### src/rtl/sram_access_arbiter.sv
// Burst-locked round-robin arbiter sharing one SRAM port among NUM_REQ masters.
// Read data is returned to its owner through a tag pipe matching the SRAM latency.
module sram_access_arbiter #(
    parameter int NUM_REQ      = 3,
    parameter int ADDR_W       = 18,
    parameter int DATA_W       = 16,
    parameter int READ_LATENCY = 2,
    parameter int MAX_BURST    = 64
) (
    input  logic                      Clock_50,
    input  logic                      reset,
    input  logic [NUM_REQ-1:0]        req,
    input  logic [NUM_REQ-1:0]        req_we,
    input  logic [NUM_REQ*ADDR_W-1:0] req_addr,
    input  logic [NUM_REQ*DATA_W-1:0] req_wdata,
    output logic [NUM_REQ-1:0]        gnt,
    output logic [NUM_REQ-1:0]        rd_valid,
    output logic [DATA_W-1:0]         rd_data,
    input  logic [DATA_W-1:0]         SRAM_read_data,
    output logic [ADDR_W-1:0]         SRAM_address,
    output logic [DATA_W-1:0]         SRAM_write_data,
    output logic                      SRAM_we
);

    localparam int OW = (NUM_REQ > 1) ? $clog2(NUM_REQ) : 1;
    localparam int CW = (MAX_BURST > 1) ? $clog2(MAX_BURST) : 1;
    localparam logic [CW-1:0] BURST_LAST = CW'(MAX_BURST - 1);
    localparam logic [OW-1:0] REQ_LAST = OW'(NUM_REQ - 1);

    typedef enum logic [1:0] {
        S_ARB_IDLE,
        S_ARB_GRANT,
        S_ARB_GAP
    } arb_state_e;

    arb_state_e state_q, state_d;

    logic [NUM_REQ-1:0] gnt_q, gnt_d;
    logic [OW-1:0]      owner_q, owner_d;
    logic [OW-1:0]      last_q, last_d;
    logic [CW-1:0]      burst_ctr_q, burst_ctr_d;

    logic              rd_vld_q [READ_LATENCY];
    logic              rd_vld_d [READ_LATENCY];
    logic [OW-1:0]     rd_tag_q [READ_LATENCY];
    logic [OW-1:0]     rd_tag_d [READ_LATENCY];

    logic [ADDR_W-1:0] addr_arr  [NUM_REQ];
    logic [DATA_W-1:0] wdata_arr [NUM_REQ];

    logic              pick_found;
    logic [OW-1:0]     pick_idx;
    logic [OW-1:0]     cand;
    logic              access;
    logic              own_we;

    always_comb begin
        for (int i = 0; i < NUM_REQ; i++) begin
            addr_arr[i]  = req_addr[i*ADDR_W +: ADDR_W];
            wdata_arr[i] = req_wdata[i*DATA_W +: DATA_W];
        end
    end

    // Search starts one past the previous winner, so a preempted owner goes last.
    always_comb begin
        pick_found = 1'b0;
        pick_idx   = '0;
        cand       = last_q;
        for (int k = 0; k < NUM_REQ; k++) begin
            cand = (cand == REQ_LAST) ? '0 : cand + OW'(1);
            if (!pick_found && req[cand]) begin
                pick_found = 1'b1;
                pick_idx   = cand;
            end
        end
    end

    assign access = gnt_q[owner_q] & req[owner_q];
    assign own_we = req_we[owner_q];

    assign SRAM_address    = access ? addr_arr[owner_q] : '0;
    assign SRAM_write_data = access ? wdata_arr[owner_q] : '0;
    assign SRAM_we         = access & own_we;

    assign gnt     = gnt_q;
    assign rd_data = SRAM_read_data;

    always_comb begin
        state_d     = state_q;
        gnt_d       = gnt_q;
        owner_d     = owner_q;
        last_d      = last_q;
        burst_ctr_d = burst_ctr_q;
        unique case (state_q)
            S_ARB_IDLE, S_ARB_GAP: begin
                gnt_d   = '0;
                state_d = S_ARB_IDLE;
                if (pick_found) begin
                    gnt_d[pick_idx] = 1'b1;
                    owner_d         = pick_idx;
                    last_d          = pick_idx;
                    burst_ctr_d     = '0;
                    state_d         = S_ARB_GRANT;
                end
            end
            S_ARB_GRANT: begin
                if (!req[owner_q] || burst_ctr_q == BURST_LAST) begin
                    gnt_d   = '0;
                    state_d = S_ARB_GAP;
                end else begin
                    burst_ctr_d = burst_ctr_q + CW'(1);
                end
            end
            default: begin
                gnt_d   = '0;
                state_d = S_ARB_IDLE;
            end
        endcase
    end

    always_comb begin
        rd_vld_d[0] = access & ~own_we;
        rd_tag_d[0] = owner_q;
        for (int i = 1; i < READ_LATENCY; i++) begin
            rd_vld_d[i] = rd_vld_q[i-1];
            rd_tag_d[i] = rd_tag_q[i-1];
        end
    end

    always_comb begin
        rd_valid = '0;
        rd_valid[rd_tag_q[READ_LATENCY-1]] = rd_vld_q[READ_LATENCY-1];
    end

    always_ff @(posedge Clock_50 or posedge reset) begin
        if (reset) begin
            state_q     <= S_ARB_IDLE;
            gnt_q       <= '0;
            owner_q     <= '0;
            last_q      <= REQ_LAST;
            burst_ctr_q <= '0;
            for (int i = 0; i < READ_LATENCY; i++) begin
                rd_vld_q[i] <= 1'b0;
                rd_tag_q[i] <= '0;
            end
        end else begin
            state_q     <= state_d;
            gnt_q       <= gnt_d;
            owner_q     <= owner_d;
            last_q      <= last_d;
            burst_ctr_q <= burst_ctr_d;
            for (int i = 0; i < READ_LATENCY; i++) begin
                rd_vld_q[i] <= rd_vld_d[i];
                rd_tag_q[i] <= rd_tag_d[i];
            end
        end
    end

endmodule

### config.mk
export PLATFORM = sky130hd
export DESIGN_NAME = sram_access_arbiter
export DESIGN_NICKNAME = d
export VERILOG_FILES = /design/src/rtl/sram_access_arbiter.sv
export SDC_FILE = /design/constraint.sdc
export NUM_CORES = 1
export LEC_CHECK = 0
export CAP_MARGIN = 20
export CELL_PAD_IN_SITES_DETAIL_PLACEMENT = 1
export CELL_PAD_IN_SITES_GLOBAL_PLACEMENT = 1
export CORE_ASPECT_RATIO = 0.5
export CORE_MARGIN = 2
export CORE_UTILIZATION = 19
export CTS_BUF_LIST = sky130_fd_sc_hd__clkbuf_8 sky130_fd_sc_hd__clkbuf_16
export DETAILED_ROUTE_END_ITERATION = 8
export PLACE_DENSITY = 0.86
export SLEW_MARGIN = 10
export SYNTH_ARGS = -nofsm -noshare
export SYNTH_HDL_FRONTEND = slang
export SYNTH_SLANG_ARGS = --single-unit
export TNS_END_PERCENT = 1
### constraint.sdc
create_clock -name Clock_50 -period 2.5 [get_ports Clock_50]
set_clock_uncertainty 0.15 [all_clocks]
set_input_delay 0.5 -clock Clock_50 [delete_from_list [all_inputs] [get_ports Clock_50]]
set_output_delay 0.5 -clock Clock_50 [all_outputs]
set_load 0.01 [all_outputs]
-- Word level (Yosys, flattened, before mapping)
Index checks and enable logic that the tools add are counted.
- register bits: 21
- output and inout bits: 57
- logic and storage cells: 92
- add/subtract/negate cells: 4
- $lt $le $gt $ge: 9
- equality and inequality tests: 9
- mux-type cells: 42
- bitwise logic cells: 6
- reductions and logical operators: 13
- operator list (operator ; count):
    two-way mux 18 bit ; 3
    two-way mux 16 bit ; 3
    binary-select mux 18 bit (select 2 bit) ; 1
    binary-select mux 16 bit (select 2 bit) ; 1
    < comparator 2 x 3 -> 1 bit (second input constant) ; 6
    two-way mux 2 bit ; 7
    binary-select mux 1 bit (select 2 bit) ; 6
    two-way mux 1 bit ; 12
    two-way mux 6 bit ; 2
    case mux 6 bit (2 select lines) ; 1
    == test 2 bit (second input constant) ; 4
    adder 2 x 1 -> 2 bit (second input constant) ; 3
    adder 6 x 1 -> 6 bit (second input constant) ; 1
    == test 6 bit (second input constant) ; 1
    two-way mux 3 bit ; 2
    inequality test 2 bit (second input constant) ; 3
    case mux 3 bit (2 select lines) ; 1
    demux 1 bit (select 2 bit) ; 2
    greater-or-equal comparator 2 x 1 -> 1 bit (second input constant) ; 2
    logical AND 1 bit ; 4
    case mux 2 bit (2 select lines) ; 1
    bitwise AND 1 bit ; 3
    bitwise AND 3 bit ; 1
    greater-or-equal comparator 3 bit (second input constant) ; 1
    other kinds (10) ; 12

-- Longest topological paths before layout
Gate-level depths: netlist of run 1.
- word-level depth: 17
- mapped depth: 7
- mapped depth without buffers: 5

-- Least setup slack after synthesis of run 1
OpenSTA, ideal clock, no wires.
- path type: register to output
- start point: register owner_q[0]
- end point: output port SRAM_address[10]
- arrival: 1.523 ns
- data required time: 1.850 ns
- slack: 0.327 ns
- stages on the path, launching flop included: 7
- buffers on the path: 2
- cell sequence: dfrtp_1 buf_4 mux2i_1 o21ai_0 nand2_1 buf_2 nor2_1
- longest elaborated chain between the ends: 5
- elaborated cells on any way between the ends: 10
- classes of those cells: mux: 8; bitwise: 2
- ends and longest elaborated chain (item ; RTL line ; text):
    start: declaration ; 39 ; logic [OW-1:0] owner_q, owner_d;
    start signal: assignment ; 149 ; owner_q <= owner_d;
    NOT 2 -> 3 bit (implied by the code) ; 81 ; assign SRAM_address = access ? addr_arr[owner_q] : '0;
    binary-select mux 18 bit (select 2 bit) ; 81 ;
    two-way mux 18 bit (implied by the code) (2 in series) ; 81 ;
    two-way mux 18 bit * ; 81 ;
    end: declaration ; 20 ; output logic [ADDR_W-1:0] SRAM_address,
Mark *: on every way between the ends. The rest lies on a longest branch, timed or not. The select of a mux whose other input is x is not followed.

-- Final worst setup path of run 1
- start point: register owner_q[0]
- end point: output port SRAM_address[12]
Same word-level chain as after synthesis.

==> results of run 1 <==
==> flip-flops by register name (all words and copies together), names as in the netlist <==
| name | count |
|---|---|
| rd_tag_d | 2 |
| rd_tag_q | 2 |
| rd_vld_d | 1 |
| owner_q | 2 |
| gnt | 3 |
| last_q | 1 |
| state_q | 2 |
| rd_vld_q | 1 |
| burst_ctr_q | 6 |
==> worst register-to-register path, stage by stage (launching register included) <==
cell and delay (ns):
sky130_fd_sc_hd__dfrtp_1 0.43, sky130_fd_sc_hd__ha_1 0.24, sky130_fd_sc_hd__and3_1 0.20, sky130_fd_sc_hd__a31o_2 0.30
sky130_fd_sc_hd__or4_1 0.47, sky130_fd_sc_hd__a21oi_1 0.15
==> cells in the mapped netlist, types with 2 or more instances <==
cell and count:
sky130_fd_sc_hd__o22ai_1 4, sky130_fd_sc_hd__nand3_1 3, sky130_fd_sc_hd__and3b_1 2, sky130_fd_sc_hd__and3_1 3
sky130_fd_sc_hd__dfrtp_1 19, sky130_fd_sc_hd__a32o_1 3, sky130_fd_sc_hd__inv_1 4, sky130_fd_sc_hd__buf_2 7
sky130_fd_sc_hd__nor2_1 73, sky130_fd_sc_hd__a21o_1 3, sky130_fd_sc_hd__nor3_1 2, sky130_fd_sc_hd__nand2_1 5
sky130_fd_sc_hd__or4_1 2, sky130_fd_sc_hd__o31ai_1 2, sky130_fd_sc_hd__buf_4 17, sky130_fd_sc_hd__clkbuf_1 7
sky130_fd_sc_hd__a21oi_1 39, sky130_fd_sc_hd__o21ai_0 3, sky130_fd_sc_hd__mux2i_1 40, sky130_fd_sc_hd__nor2b_1 6
==> metrics by stage <==
step | setup WS [ns] | cell area [um2] | cells
floorplan | 0.327 | 1900 | 256
CTS | -0.131 | 3590 | 531
global route | -0.0377 | 3550 | 531
finish | 0.0414 | 3550 | 531
global placement | -0.465 | 3540 | 526
detailed placement | -0.521 | 3540 | 526
==> worst max-delay path by stage <==
| stage | from | depth (start not counted) | slack (ns) | to |
|---|---|---|---|---|
| global route | owner_q[0] | 6 | -0.04 | SRAM_address[12] |
| global placement | req[1] | 7 | -0.46 | SRAM_write_data[1] |
| detailed placement | req[1] | 7 | -0.52 | SRAM_write_data[13] |
| floorplan | owner_q[0] | 6 | 0.33 | SRAM_address[10] |
| CTS | req[1] | 7 | -0.13 | SRAM_we |
| finish | owner_q[0] | 6 | 0.04 | SRAM_address[12] |
==> cells by family (layout without fill, tap and decap cells) <==
logic type | after synthesis | count (layout) | share of synthesized area, %
compound gates | 59 | 59 | 17.9
mux | 40 | 40 | 21.1
flops | 20 | 20 | 26.5
simple gates | 100 | 100 | 22.9
buf+inv | 36 | 176 | 10.9
fa+ha+maj | 1 | 1 | 0.660
==> what timing repair did <==
item	in CTS	in global routing
endpoints found under the setup margin	35	35
pin swaps	1	2
buffers inserted	1	0
resized for setup	96	47
hold endpoints to repair	0	0
==> cell type report <==
type / instances / area share, %
Sequential cell: 20 / 14.2
Timing Repair Buffer: 168 / 43.3
Multi-Input combinational cell: 200 / 34.4
Tap cell: 135 / 4.76
Clock inverter: 1 / 0.846
Clock buffer: 3 / 2.11
Inverter: 4 / 0.423
==> power breakdown <==
group | total, mW | internal, mW | switching, mW | leakage (nW)
combinational | 1.83 | 0.903 | 0.929 | 1.27
sequential | 0.563 | 0.439 | 0.123 | 0.259
clock | 0.440 | 0.318 | 0.123 | 0.0511
==> per-layer routing <==
| metal | routed length, um | part of all wire (%) | global-route usage, % | vias up |
|---|---|---|---|---|
| met4 | 144 | 1.8 | 4.58 | 0 |
| met2 | 4530 | 56 | 28.8 | 53 |
| met3 | 242 | 3.0 | 2.12 | 14 |
| met5 | 0 | 0 | 0 | - |
| li1 | - | - | - | 1148 |
| met1 | 3110 | 39 | 15.6 | 1131 |
==> out/qor.csv, run 1 <==
metric,value,unit
result of the run,finished clean,
effective utilization at floorplan,19.8,%
fraction of the cycle the final worst path needs,98.3,%
Synth Net Count,383,
synth-to-layout area growth,87.1,%
Worst Min Path Start,rd_tag_d[0],
setup repair after global routing missed its margin,yes,
horizontal extent of the die,145,um
most common library cell in the layout ignoring fill and taps,sky130_fd_sc_hd__clkdlybuf4s50_1,
GRT Residual Overflow,0,
register bit count reported by yosys,20,
area used by sequential logic in the layout,503,um2
"Primary FF master, synth",sky130_fd_sc_hd__dfrtp_1,
Arrival @ worst endpoint,1.81,ns
final period demand of the worst path,2.46,ns
Required @ worst endpoint,1.85,ns
share of the core filled with cells in the final layout,37.1,%
number of fill cells in the layout,1188,
number of unique standard cell types used by synthesis,32,
first-pass GRT wire length,12400,um
Placer Congestion,0.753,
critical path class,flip-flop to output pin,
fraction of synthesized cell area taken by the top area cell type,25.1,%
vias,2346,
R2R setup slack,0.49,ns
"delay-heaviest family, CP",buffers and inverters,
biggest area consumer among synthesized cells,sky130_fd_sc_hd__dfrtp_1,
maximum level of the CTS H-tree,1,
Yosys Warn Count,0,
proportion of layout cells with a drive suffix above 1,17.7,%
"Power, Total",2.84,mW
endpoint with the worst hold slack,rd_tag_q[0],
number of remaining DRC errors,0,
Final HPWL DP,6380,um
Least-Margin Pin Slew,0.324,ns
number of antenna violations at the first check in global routing,0,
"critical path, cell by cell",buf_12 > nor2b_2 > buf_4 > a21oi_1 > nor2_2 > clkdlybuf4s15_2,
CTS max path bufs,2,
Via density,4.42,
kind of start point of the critical path,flip-flop,
multi-input logic area,1220,um2
worst slack on hold paths,0.196,ns
portion of the post-synthesis area used by sequential elements,26.5,%
area of the die,10800,um2
power density over cell area,799,nW/um2
floorplan row count,25,
peak ir drop on the vdd network,0.379,mV
type of element capturing the critical path,output pin,
number of global-route vias before repair,2377,
antenna cell count,0,
core footprint,9570,um2
CTS root buf,sky130_fd_sc_hd__clkbuf_16,
number of buffers added on ports,150,
detailed router's first-iteration violation count,92,
MaxCap Viol Count,0,
global-route usage over all layers,14.1,%
"leading cell types in the layout, fill and taps excluded","sky130_fd_sc_hd__clkdlybuf4s50_1 (112), sky130_fd_sc_hd__nor2_1 (68), sky130_fd_sc_hd__a21oi_1 (39), sky130_fd_sc_hd__mux2i_1 (39), sky130_fd_sc_hd__buf_2 (20)",
number of top-level pins,183,
Num Clock Sinks,20,
height of the die,74.7,um
latest clock arrival within the worst-skew pair,0.25,ns
peak per-stage delay on the critical path,0.49,ns
standard cell with the maximum stage delay on the critical path,sky130_fd_sc_hd__dfrtp_2,
number of standard cells after synthesis,256,
hold path cells,0,
Total Nets Final,524,
maximum number of pins on one net before global-route repair,29,
detailed-route wire length,8020,um
launch instance of the worst register-to-register path,burst_ctr_q[0],
Static Leak,1.58,nW
Post-synth EDFFs,0,
detailed-route wire length per cell,15.1,um
setup TNS after final layout,0,ns
number of search-and-repair iterations in the first detailed-routing pass,4,
# setup viols final,0,
Critical path buffers and inverters,3,
total CTS buffers,3,
Worst Reg2Reg Path Length in Cells,5,
Async SR Flop Fraction,100,%
synthesized area,1900,um2
fmax,407,MHz
number of hold violations in the final report,0,
number of max-slew violations in the final report,0,
largest fanout on the critical path,15,
Antenna Nets Post-Route,0,
Post-CTS Hold Buffers,0,
average cell area after synthesis,7.41,um2
worst relative slew slack,78.4,%
path class of the lowest-slack min-delay path,flip-flop to flip-flop,
Synth area leaders,"sky130_fd_sc_hd__dfrtp_1 (25%), sky130_fd_sc_hd__mux2i_1 (21%), sky130_fd_sc_hd__nor2_1 (14%)",
clock-pin slew on the worst setup and hold paths,0.06,ns
CTS tree,yes,
FF-to-FF End,burst_ctr_q[3],
No activity file was read; power rests on OpenSTA's default activity.
==> run 2: changes to the inputs <==
--- a/config.mk
+++ b/config.mk
@@ -5,6 +5,7 @@
 export SDC_FILE = /design/constraint.sdc
 export NUM_CORES = 1
 export LEC_CHECK = 0
+export ABC_CLOCK_PERIOD_IN_PS = 2500
 export CAP_MARGIN = 20
 export CELL_PAD_IN_SITES_DETAIL_PLACEMENT = 1
 export CELL_PAD_IN_SITES_GLOBAL_PLACEMENT = 1
@@ -13,6 +14,7 @@
 export CORE_UTILIZATION = 19
 export CTS_BUF_LIST = sky130_fd_sc_hd__clkbuf_8 sky130_fd_sc_hd__clkbuf_16
 export DETAILED_ROUTE_END_ITERATION = 8
+export GPL_TIMING_DRIVEN = 0
 export PLACE_DENSITY = 0.86
 export SLEW_MARGIN = 10
 export SYNTH_ARGS = -nofsm -noshare
==> run 2 against run 1 <==
Compared with the run above:
- flip-flop and latch count is the same
- routed wire length increased by 3.2%
- global-route usage is 0.16 points higher
- clock power hardly changed
- via count rose by 4.5%
- cell count is 6.2% higher
- maximum frequency is 1.3% lower
- die area unchanged
- final area increased by 9.5%
- register-to-register slack got worse by 0.07 ns
- non-clock buffer count is 32 higher
- critical path type unchanged
- critical endpoint is now SRAM_write_data[10]
- highest routed layer unchanged
==> out/qor.csv, run 2 (same netlist as run 1, synthesis figures left out) <==
metric,value,unit
maximum number of pins on one net before global-route repair,21,
synth-to-layout area growth,105,%
detailed-route wire length,8280,um
power density over cell area,735,nW/um2
Worst Reg2Reg Path Length in Cells,5,
antenna cell count,0,
floorplan row count,25,
path class of the lowest-slack min-delay path,flip-flop to flip-flop,
Antenna Nets Post-Route,0,
Required @ worst endpoint,1.85,ns
number of search-and-repair iterations in the first detailed-routing pass,4,
clock-pin slew on the worst setup and hold paths,0.06,ns
height of the die,74.7,um
detailed-route wire length per cell,14.7,um
"delay-heaviest family, CP",buffers and inverters,
CTS tree,yes,
maximum level of the CTS H-tree,1,
result of the run,finished clean,
Via density,4.35,
"leading cell types in the layout, fill and taps excluded","sky130_fd_sc_hd__clkdlybuf4s50_1 (128), sky130_fd_sc_hd__nor2_1 (71), sky130_fd_sc_hd__mux2i_1 (39), sky130_fd_sc_hd__a21oi_1 (39), sky130_fd_sc_hd__clkdlybuf4s15_2 (20)",
Critical path buffers and inverters,3,
kind of start point of the critical path,flip-flop,
Least-Margin Pin Slew,0.760,ns
most flop-heavy register,burst_ctr_q,
FF-to-FF End,burst_ctr_q[1],
MaxCap Viol Count,0,
Arrival @ worst endpoint,1.84,ns
number of hold violations in the final report,0,
effective utilization at floorplan,19.8,%
most common library cell in the layout ignoring fill and taps,sky130_fd_sc_hd__clkdlybuf4s50_1,
proportion of layout cells with a drive suffix above 1,19.6,%
number of top-level pins,183,
fmax,401,MHz
setup TNS after final layout,0,ns
detailed router's first-iteration violation count,86,
number of buffers added on ports,166,
Crit path depth,6,
total CTS buffers,3,
number of max-slew violations in the final report,0,
R2R setup slack,0.42,ns
Placer Congestion,0.763,
first element of the critical path,owner_q[1],
worst relative slew slack,49.2,%
standard cell with the maximum stage delay on the critical path,sky130_fd_sc_hd__dfrtp_2,
area of the die,10800,um2
GRT Residual Overflow,0,
peak ir drop on the vdd network,0.298,mV
number of antenna violations at the first check in global routing,0,
final period demand of the worst path,2.49,ns
peak per-stage delay on the critical path,0.46,ns
number of global-route vias before repair,2552,
"Power, Total",2.86,mW
fraction of the cycle the final worst path needs,99.7,%
post-placement worst setup slack,-1.26,ns
# setup viols final,0,
type of element capturing the critical path,output pin,
horizontal extent of the die,145,um
minimum setup slack in the final design,0.00796,ns
core footprint,9570,um2
CTS root buf,sky130_fd_sc_hd__clkbuf_16,
launch instance of the worst register-to-register path,burst_ctr_q[0],
critical path class,flip-flop to output pin,
CTS max path bufs,2,
setup repair after global routing missed its margin,yes,
Num Clock Sinks,20,
largest fanout on the critical path,10,
Total Nets Final,557,
Final HPWL DP,6660,um
latest clock arrival within the worst-skew pair,0.25,ns
"critical path, cell by cell",clkbuf_4 > o22ai_2 > nand2_4 > buf_6 > nor2_1 > clkdlybuf4s15_2,
first-pass GRT wire length,12500,um
global-route usage over all layers,14.3,%
worst setup path endpoint,SRAM_write_data[10],
vias,2452,
number of flip-flops under the largest register name,6,
Static Leak,1.66,nW
number of remaining DRC errors,0,
## run 2: changes by cell type in the layout (fill, tap and decap cells not counted), sizes merged
cell,previous run,this run
dlygate4sd2,0,2
dlymetal6s2s,3,0
clkdlybuf4s15,1,21
buf,38,35
clkdlybuf4s50,112,128
nand2,5,6
## run 2: cell type report
| cell class | count | area, um2 |
|---|---|---|
| inverter | 4 | 15.0 |
| tap | 135 | 169 |
| buffer | 32 | 250 |
| clock inverter | 1 | 30.0 |
| sequential | 20 | 503 |
| timing repair buffer | 168 | 1620 |
| multi-input combinational | 201 | 1220 |
| fill | 1163 | 5690 |
| clock buffer | 3 | 75.1 |
## run 2: worst min path at each step
stage / start / endpoint / slack, ns / cells past startpoint
2_1_floorplan: rd_tag_d[0] / rd_tag_q[0] / 0.18 / 0
3_3_place_gp: rd_tag_d[0] / rd_tag_q[0] / 0.19 / 0
3_5_place_dp: rd_tag_d[0] / rd_tag_q[0] / 0.19 / 0
4_1_cts: rd_tag_d[0] / rd_tag_q[0] / 0.20 / 0
5_1_grt: rd_tag_d[0] / rd_tag_q[0] / 0.21 / 0
6_report: rd_tag_d[0] / rd_tag_q[0] / 0.20 / 0
## run 2: worst register-to-register path, delay by kind of cell (launching register included)
family | cells | cell delay [ns]
AOI/OAI and AO/OA | 1 | 0.30
DFF | 1 | 0.42
muxes | 1 | 0.28
adders and majority gates | 1 | 0.24
and+or+nand+nor | 2 | 0.61
## run 2: timing repair
| action | in CTS | in global routing |
|---|---|---|
| buffers inserted | 1 | 1 |
| cloned | 0 | 1 |
| setup endpoints to repair | 35 | 35 |
| hold buffers | 0 | 0 |
| resized for setup | 124 | 30 |
| pin swaps | 2 | 2 |
## run 2: power breakdown
group	internal, mW	switching [mW]
clock network	0.318	0.121
logic	0.920	0.954
registers	0.440	0.105
## run 2: layer usage
metal	track usage, %	routed length [um]	vias to the layer above
li1	-	-	1212
met1	15.9	3260	1161
met2	28.2	4480	65
met3	2.36	323	14
met4	5.88	208	0
met5	0	0	-
## run 2: per-stage QoR
| stage | hold WS (ns) | util, % | std cells | instance area [um2] |
|---|---|---|---|---|
| 2_1_floorplan | 0.181 | - | 256 | 1900 |
| 3_3_place_gp | 0.188 | 38.9 | 557 | 3730 |
| 3_5_place_dp | 0.191 | 38.9 | 557 | 3730 |
| 4_1_cts | 0.204 | 40.9 | 562 | 3920 |
| 5_1_grt | 0.208 | 40.6 | 564 | 3890 |
| 6_report | 0.202 | 40.6 | 564 | 3890 |
==> run 3: changes to the inputs <==
--- a/config.mk
+++ b/config.mk
@@ -5,6 +5,7 @@
 export SDC_FILE = /design/constraint.sdc
 export NUM_CORES = 1
 export LEC_CHECK = 0
+export ABC_AREA = 0
 export ABC_CLOCK_PERIOD_IN_PS = 2500
 export CAP_MARGIN = 20
 export CELL_PAD_IN_SITES_DETAIL_PLACEMENT = 1
==> results of run 3 <==
The final DEF is identical to that of run 2; final timing and power are the same.
